[src/rtl/instr_prefetch.sv]
// Sequential instruction prefetcher: one outstanding fetch, small FIFO, flush redirect.
// Define PREFETCH_BYPASS_EN to forward returning data straight to the consumer when the FIFO is empty.
module instr_prefetch #(
  parameter int unsigned    AW       = 16,
  parameter int unsigned    IW       = 32,
  parameter int unsigned    DEPTH    = 4,
  parameter logic [AW-1:0]  RESET_PC = '0
) (
  input  logic          i_clk,
  input  logic          i_rst_n,
  input  logic          i_flush,
  input  logic [AW-1:0] i_flush_pc,
  output logic [IW-1:0] o_instr,
  output logic [AW-1:0] o_instr_pc,
  output logic          o_valid,
  input  logic          i_ready,
  output logic [AW-1:0] o_req_addr,
  output logic          o_req_active,
  input  logic [IW-1:0] i_req_data,
  input  logic          i_req_data_valid
);

  localparam int unsigned PW = (DEPTH > 1) ? $clog2(DEPTH) : 1;
  localparam int unsigned CW = PW + 1;

  typedef enum logic [1:0] {S_IDLE, S_FETCH, S_DISCARD} state_e;

  typedef struct packed {
    logic [AW-1:0] pc;
    logic [IW-1:0] instr;
  } entry_t;

  state_e          state_q, state_d;
  logic [AW-1:0]   pc_q, pc_d;
  logic [AW-1:0]   req_addr_q, req_addr_d;
  logic            req_active_q, req_active_d;
  logic            valid_q, valid_d;
  logic [PW-1:0]   wr_ptr_q, wr_ptr_d;
  logic [PW-1:0]   rd_ptr_q, rd_ptr_d;
  logic [CW-1:0]   count_q, count_d;
  entry_t          mem_q [DEPTH];
  entry_t          mem_d [DEPTH];

  logic            byp_c;
  logic            push_c;
  logic            pop_c;
  logic            space_c;
  logic [AW-1:0]   redirect_pc_c;
  entry_t          head_c;

  // FIFO bookkeeping; flush wins over push and pop
  always_comb begin
    byp_c    = 1'b0;
`ifdef PREFETCH_BYPASS_EN
    byp_c    = (state_q == S_FETCH) & i_req_data_valid & ~i_flush & (count_q == '0);
`endif
    pop_c    = valid_q & i_ready & ~i_flush;
    push_c   = (state_q == S_FETCH) & i_req_data_valid & ~i_flush & ~(byp_c & i_ready);

    mem_d    = mem_q;
    wr_ptr_d = wr_ptr_q;
    rd_ptr_d = rd_ptr_q;
    count_d  = count_q;

    if (i_flush) begin
      wr_ptr_d = '0;
      rd_ptr_d = '0;
      count_d  = '0;
    end else begin
      if (push_c) begin
        mem_d[wr_ptr_q] = entry_t'{pc: req_addr_q, instr: i_req_data};
        wr_ptr_d        = wr_ptr_q + PW'(1);
      end
      if (pop_c) begin
        rd_ptr_d = rd_ptr_q + PW'(1);
      end
      count_d = count_q + CW'(push_c) - CW'(pop_c);
    end

    valid_d = (count_d != '0);
    space_c = (count_d < CW'(DEPTH));
  end

  // Fetch FSM; the request address is held from issue through its data-valid cycle
  always_comb begin
    state_d       = state_q;
    pc_d          = pc_q;
    req_addr_d    = req_addr_q;
    req_active_d  = req_active_q;
    redirect_pc_c = i_flush ? i_flush_pc : pc_q;

    case (state_q)
      S_IDLE: begin
        pc_d = redirect_pc_c;
        if (i_flush || space_c) begin
          state_d      = S_FETCH;
          req_addr_d   = redirect_pc_c;
          req_active_d = 1'b1;
        end
      end
      S_FETCH: begin
        if (i_flush) begin
          pc_d = i_flush_pc;
          if (i_req_data_valid) begin
            req_addr_d = i_flush_pc;
          end else begin
            state_d = S_DISCARD;
          end
        end else if (i_req_data_valid) begin
          pc_d = pc_q + AW'(1);
          if (space_c) begin
            req_addr_d = pc_q + AW'(1);
          end else begin
            state_d      = S_IDLE;
            req_active_d = 1'b0;
          end
        end
      end
      S_DISCARD: begin
        pc_d = redirect_pc_c;
        if (i_req_data_valid) begin
          state_d    = S_FETCH;
          req_addr_d = redirect_pc_c;
        end
      end
      default: begin
        state_d      = S_IDLE;
        req_active_d = 1'b0;
      end
    endcase
  end

  always_ff @(posedge i_clk or negedge i_rst_n) begin
    if (!i_rst_n) begin
      state_q      <= S_IDLE;
      pc_q         <= RESET_PC;
      req_addr_q   <= RESET_PC;
      req_active_q <= 1'b0;
      valid_q      <= 1'b0;
      wr_ptr_q     <= '0;
      rd_ptr_q     <= '0;
      count_q      <= '0;
      mem_q        <= '{default: '0};
    end else begin
      state_q      <= state_d;
      pc_q         <= pc_d;
      req_addr_q   <= req_addr_d;
      req_active_q <= req_active_d;
      valid_q      <= valid_d;
      wr_ptr_q     <= wr_ptr_d;
      rd_ptr_q     <= rd_ptr_d;
      count_q      <= count_d;
      mem_q        <= mem_d;
    end
  end

  assign head_c       = mem_q[rd_ptr_q];
  assign o_req_addr   = req_addr_q;
  assign o_req_active = req_active_q;

`ifdef PREFETCH_BYPASS_EN
  assign o_valid    = valid_q | byp_c;
  assign o_instr    = byp_c ? i_req_data : head_c.instr;
  assign o_instr_pc = byp_c ? req_addr_q : head_c.pc;
`else
  assign o_valid    = valid_q;
  assign o_instr    = head_c.instr;
  assign o_instr_pc = head_c.pc;
`endif

endmodule

[config.mk]
export PLATFORM = sky130hd
export DESIGN_NAME = instr_prefetch
export DESIGN_NICKNAME = d
export VERILOG_FILES = /design/src/rtl/instr_prefetch.sv
export SDC_FILE = /design/constraint.sdc
export NUM_CORES = 1
export LEC_CHECK = 0
export ABC_CLOCK_PERIOD_IN_PS = 3450
export CORE_ASPECT_RATIO = 1.4
export CORE_MARGIN = 2
export CORE_UTILIZATION = 35
export DETAILED_ROUTE_END_ITERATION = 12
export RECOVER_POWER = 25
export SYNTH_ARGS = -nofsm -noshare
export SYNTH_HDL_FRONTEND = slang
export SYNTH_SLANG_ARGS = --single-unit
[constraint.sdc]
create_clock -name i_clk -period 3.45 [get_ports i_clk]
set_input_delay 0.69 -clock i_clk [delete_from_list [all_inputs] [get_ports i_clk]]
set_output_delay 0.69 -clock i_clk [all_outputs]
set_load 0.005 [all_outputs]
# After elaboration in Yosys (flattened, before gate mapping)
# Cells that the tools add are included.
# W data, S select, Z words.
# word_totals
ff_bits	235
word_cells	92
in_bits	53
output_inout_bits	66
# classes
mux	34
n_reduce_logical	14
bitwise	8
n_lt_le_gt_ge	4
n_eq_ne	11
n_addsub	5
# op_table
op	n
$bwmux W192	1
$mux W16	9
$mux W48	3
$bmux W48 S2	1
$demux W48 S2	1
$pmux W16 S3	1
$pmux W16 S2	1
$mux W2	10
$add A16 B1 Y16 const B	1
$reduce_and A5 Y1	3
$ne A3 B3 Y1 const B	4
$ne A2 B2 Y1 const B	5
$ge A3 B3 Y1 const B	2
$not A2 Y3	2
$pmux W2 S3	1
$reduce_bool A2 Y1	3
$reduce_bool A3 Y1	2
$add A2 B1 Y2 const B	2
$and A1 B1 Y1	4
$mux W1	4
$reduce_and A2 Y1	2
$add A3 B1 Y3	1
$lt A3 B1 Y1 const B	1
$lt A3 B3 Y1 const B	1
other kinds (10)	11

# Logic depth before layout (Yosys ltp)
# depth
ltp_word	11
ltp_mapped	15
mapped_depth_nobuf	12

# Worst setup path before layout
# OpenSTA, ideal clock, no wires.
# synth_path
kind	input to register
start	input i_flush
end	register req_addr_q[10], in the netlist o_req_addr[10]
setup_slack_ns	-0.416
t_arrival_ns	3.741
n_path_buf	5
setup_time_ns	0.125
required_time_ns	3.325
stages	15
cell_sequence	buf_2 -> buf_2 -> clkbuf_1 -> clkbuf_1 -> nor2_1 -> ha_1 -> inv_1 -> ha_1 -> inv_1 -> fa_1 -> xnor2_1 -> mux2_2 -> nor2_4 -> buf_6 -> mux2_2
# synth_via
elab_chain_len	9
word_cells_on_any_way	16
cone_classes	2 x add/sub; 1 x order compare; 2 x eq/ne; 6 x mux; 3 x bitwise; 2 x reduce/logical
# synth_lines
item	line_no	rtl
start, declared	11	input logic i_flush,
$not A1 Y1 (no source line)	--	
$and A1 B1 Y1	58	push_c = (state_q == S_FETCH) & i_req_data_valid & ~i_flush & ~(byp_c & i_ready);
$add A3 B1 Y3	77	count_d = count_q + CW'(push_c) - CW'(pop_c);
$sub A3 B1 Y3	77	
$mux W3	65	if (i_flush) begin
$lt A3 B3 Y1	81	space_c = (count_d < CW'(DEPTH));
$logic_or A1 B1 Y1	95	if (i_flush || space_c) begin
$ne A2 B2 Y1 (no source line)	--	
$reduce_and A5 Y1 (no source line)	--	
end signal, assigned	147	req_addr_q <= req_addr_d;
end, declared	35	logic [AW-1:0] req_addr_q, req_addr_d;
# Parallel ways exist; a longest one is shown, timed or not. The select of a mux whose other input is x is not followed.
# A chain may end at the register's enable or synchronous reset.

# Final worst setup path
# layout_path
start	input i_req_data_valid
end	register req_addr_q[13], in the netlist o_req_addr[13]
# layout_via
elab_chain_len	9
word_cells_on_any_way	12
cone_classes	2 x add/sub; 1 x order compare; 4 x eq/ne; 1 x mux; 2 x bitwise; 2 x reduce/logical
# layout_lines
item	line_no	rtl
start, declared	20	input logic i_req_data_valid
$and A1 B1 Y1 (2 in series)	58	
$add A3 B1 Y3	77	
$sub A3 B1 Y3	77	
$mux W3	65	
$lt A3 B3 Y1	81	
$logic_or A1 B1 Y1	95	
$ne A2 B2 Y1 (no source line)	--	
$reduce_and A5 Y1 (no source line) (*)	--	
# Mark *: on every way between the ends. The rest lies on a longest branch, timed or not.

==> results.json <==
{
  "status": "finished, violations left",
  "initial_utilization": 0.355,
  "cts_setup_buffers": 0,
  "yosys.area_share.adder": 0.0105,
  "cts_sinks": 235,
  "tightestPinTransition_ns": 2.47,
  "grt_pass1_vias": 7349,
  "syn2layout_area_growth_pct": 21.4,
  "synth-xor-area-share": 0.00548,
  "synth_edf_count": 0,
  "crit_path_cell_trace": "clkdlybuf4s50_1, nand2b_1, nor2_4, inv_1, ha_1, inv_1, ha_1, inv_1, fa_2, xnor2_2, mux2_4, nor2_4, buf_12, mux2_2",
  "yosysWarnings": 0,
  "die_height_um": 216,
  "finalCritPeriodShare": 0.898,
  "worstSetupEndpointType": "register",
  "max_stage_delay_ns": 0.53,
  "synth_seq_cells": 235,
  "drive_gt1_frac": 0.276,
  "cts_tree": "built",
  "vdd_drop_max_v": 0.000368,
  "grt_max_degree": 102,
  "ctsResizeCount": 0,
  "grt_pass1_wl_um": 40400,
  "fin_crit_ns": 3.10,
  "cp-startpoint": "i_req_data_valid",
  "arrival_ns": 3.49,
  "syn-mean-instance-area_um2": 14.3,
  "ant_nets": 0,
  "antenna_found_initial": 0,
  "syn_area_mm2": 0.0112,
  "fill_cells": 2865,
  "holdPathStages": 1,
  "worst_path_most_repeated_cell": "inv_1",
  "ff2ff_path_depth": 13,
  "worst_setup_path_start_kind": "input port",
  "critical_path_class": "input port to register",
  "path_clk_slew_ns": 0.06,
  "skew_ns": 0.00634,
  "crit_required_ns": 3.84,
  "wl_per_cell_um": 18.9,
  "async_flop_share": 1.00,
  "synth_top_family_by_area": "multiplexers",
  "critPathSlowestCell": "clkdlybuf4s50_1",
  "rsz0062_at_grt": "no",
  "cts_hold_buf": 0,
  "p_leak_uw": 0.00591,
  "core.rowCount": 77,
  "yosysUniqueCellTypes": 63,
  "hold_viol": 0,
  "overflow": 0,
  "clock.fmax_mhz": 323,
  "setup_tns_ns": 0,
  "setup-violations-final": 0,
  "coreArea_mm2": 0.0315,
  "routed-via-count": 6854,
  "fin_nets": 959,
  "violations": "capacitance limit, slew limit",
  "synthMuxAreaShare": 0.314,
  "hp-class": "register to register",
  "clk_latency_ns": 0.51,
  "cts_root_buf": "clkbuf_16",
  "io_buffers": 118,
  "cap_violations": 1,
  "synth-compound-area-share": 0.0484,
  "synthFlopType": "dfrtp_1",
  "cts_max_path_buffers": 3,
  "whs_ns": 0.485,
  "register_area_mm2": 0.00589,
  "yosysSeqAreaShare": 0.526,
  "io_pins": 119,
  "syn-num-nets": 844,
  "routed_wl_um": 24700,
  "track_usage": 0.151,
  "h-tree-depth": 1,
  "cp_max_fo": 13,
  "n_antenna_cell": 0,
  "min_from": "mem_q[83]$_DFFE_PN0P_",
  "vias_per_cell": 5.24,
  "drtIter0Drc": 266,
  "netlist_instances": 783,
  "die_x_um": 155,
  "multi_input_area_mm2": 0.00492,
  "slew_viol_final": 48,
  "synthSimpleGateAreaFrac": 0.0593,
  "total_power_uw": 10800,
  "gp_congestion": 0.764,
  "drc": 0,
  "slew-limit-headroom": -0.647,
  "reg2reg_from": "state_q[1]$_DFFE_PN0P_",
  "die-area_mm2": 0.0334,
  "dr.pass1.iters": 4,
  "numCtsBuffers": 25,
  "dp_hpwl_um": 16400,
  "powerDensity_mw_per_mm2": 793
}
## metal layers
layer	vias up	global-route usage	wire, µm
met5	-	0	0
met4	0	0.0410	363
met3	25	0.0219	1030
met2	121	0.272	13000
met1	3557	0.189	10200
li1	3151	-	-
## state kept, by name, indices dropped and copies added (netlist names)
signal	flops
count_q	3
mem_q	192
o_req_active	1
o_req_addr	16
o_valid	1
pc_q	16
rd_ptr_q	2
state_q	2
wr_ptr_q	2
## through the flow
| stage | area [µm²] | setup slack (ns) | std cells | util |
|---|---|---|---|---|
| after floorplan | 11200 | 0.00398 | 783 | - |
| after global placement | 12900 | -0.152 | 1266 | 0.408 |
| after detailed placement | 12900 | -0.187 | 1266 | 0.408 |
| after CTS | 13600 | 0.352 | 1307 | 0.431 |
| after global routing | 13600 | 0.216 | 1307 | 0.431 |
| final | 13600 | 0.353 | 1307 | 0.431 |
## report_power, final
part	switching [µW]	internal (µW)	leakage, µW	total [µW]
sequential	756	3770	0.00300	4530
clock	1030	1410	0.000358	2440
combinational	1400	2400	0.00256	3800
total	3190	7580	0.00591	10800
## layout make-up
class / instances / area share
clock inverters: 4 / 0.00166
inverters: 16 / 0.00442
clock buffers: 37 / 0.0523
flip-flops and latches: 235 / 0.433
repair buffers: 143 / 0.110
well taps: 395 / 0.0364
multi-input cells: 477 / 0.362
## cells in the final DEF, fill, tap and decap left out, drive strengths merged, types with 3 or more instances in the layout
cell type	n
a211oi	3
nor3	4
mux2	207
and2	3
and4	5
nand3	11
and4b	3
a21oi	13
clkinv	3
mux2i	10
o21ai	28
nand2b	5
nor2b	7
xnor2	4
mux4	48
or3	3
clkdlybuf4s50	116
buf	26
clkbuf	37
inv	16
a31oi	7
o31ai	5
nand4	9
dfrtp	235
and3	3
nor2	20
ha	7
xor2	3
nor4	9
nand2	23
a22oi	7
o21bai	3
## path summary, 6_finish.rpt
| check | slack, ns | endpoint |
|---|---|---|
| setup / recovery | 0.35 | o_req_addr[13]$_DFFE_PN0P_ |
| hold / removal | 0.49 | mem_q[83]$_DFFE_PN0P_ |
| setup reg to reg | 0.54 | o_req_addr[13]$_DFFE_PN0P_ |
| hold reg to reg | 0.49 | mem_q[83]$_DFFE_PN0P_ |
| max in group asynchronous | 0.92 | mem_q[154]$_DFFE_PN0P_ |
| min in group asynchronous | 1.06 | mem_q[81]$_DFFE_PN0P_ |
## cells by family (layout without fill, tap and decap cells)
| group | after synthesis | in the layout |
|---|---|---|
| AOI/OAI and AO/OA | 84 | 84 |
| and+or+nand+nor | 112 | 112 |
| xor gates and xnor gates | 7 | 7 |
| adders and majority gates | 9 | 9 |
| buffers and inverters | 71 | 200 |
| DFF | 235 | 235 |
| muxes | 265 | 265 |
## critical path, delay by kind of cell
family	cells	cell delay (ns)
AND/OR/NAND/NOR	3	0.33
multiplexers	2	0.68
buffers and inverters	5	0.84
XOR/XNOR	1	0.21
adder cells (fa/ha/maj)	3	0.74
## synth_stat cells, types with 6 or more instances
master	instances	area share
nand3_1	10	0.0045
mux2_2	126	0.13
a31oi_1	7	0.0039
dfrtp_1	235	0.53
mux2_1	81	0.082
ha_1	7	0.0078
buf_2	30	0.013
clkbuf_1	6	0.0020
o21ai_0	28	0.013
nor2b_1	7	0.0039
nand4_1	9	0.0050
a22oi_1	7	0.0047
a21oi_1	13	0.0058
inv_1	16	0.0054
nor4_1	7	0.0039
buf_6	13	0.013
nor2_1	18	0.0060
mux2i_1	10	0.0089
nand2_1	23	0.0077
mux4_2	48	0.097
Note: power is estimated with default switching activity, not from simulation.
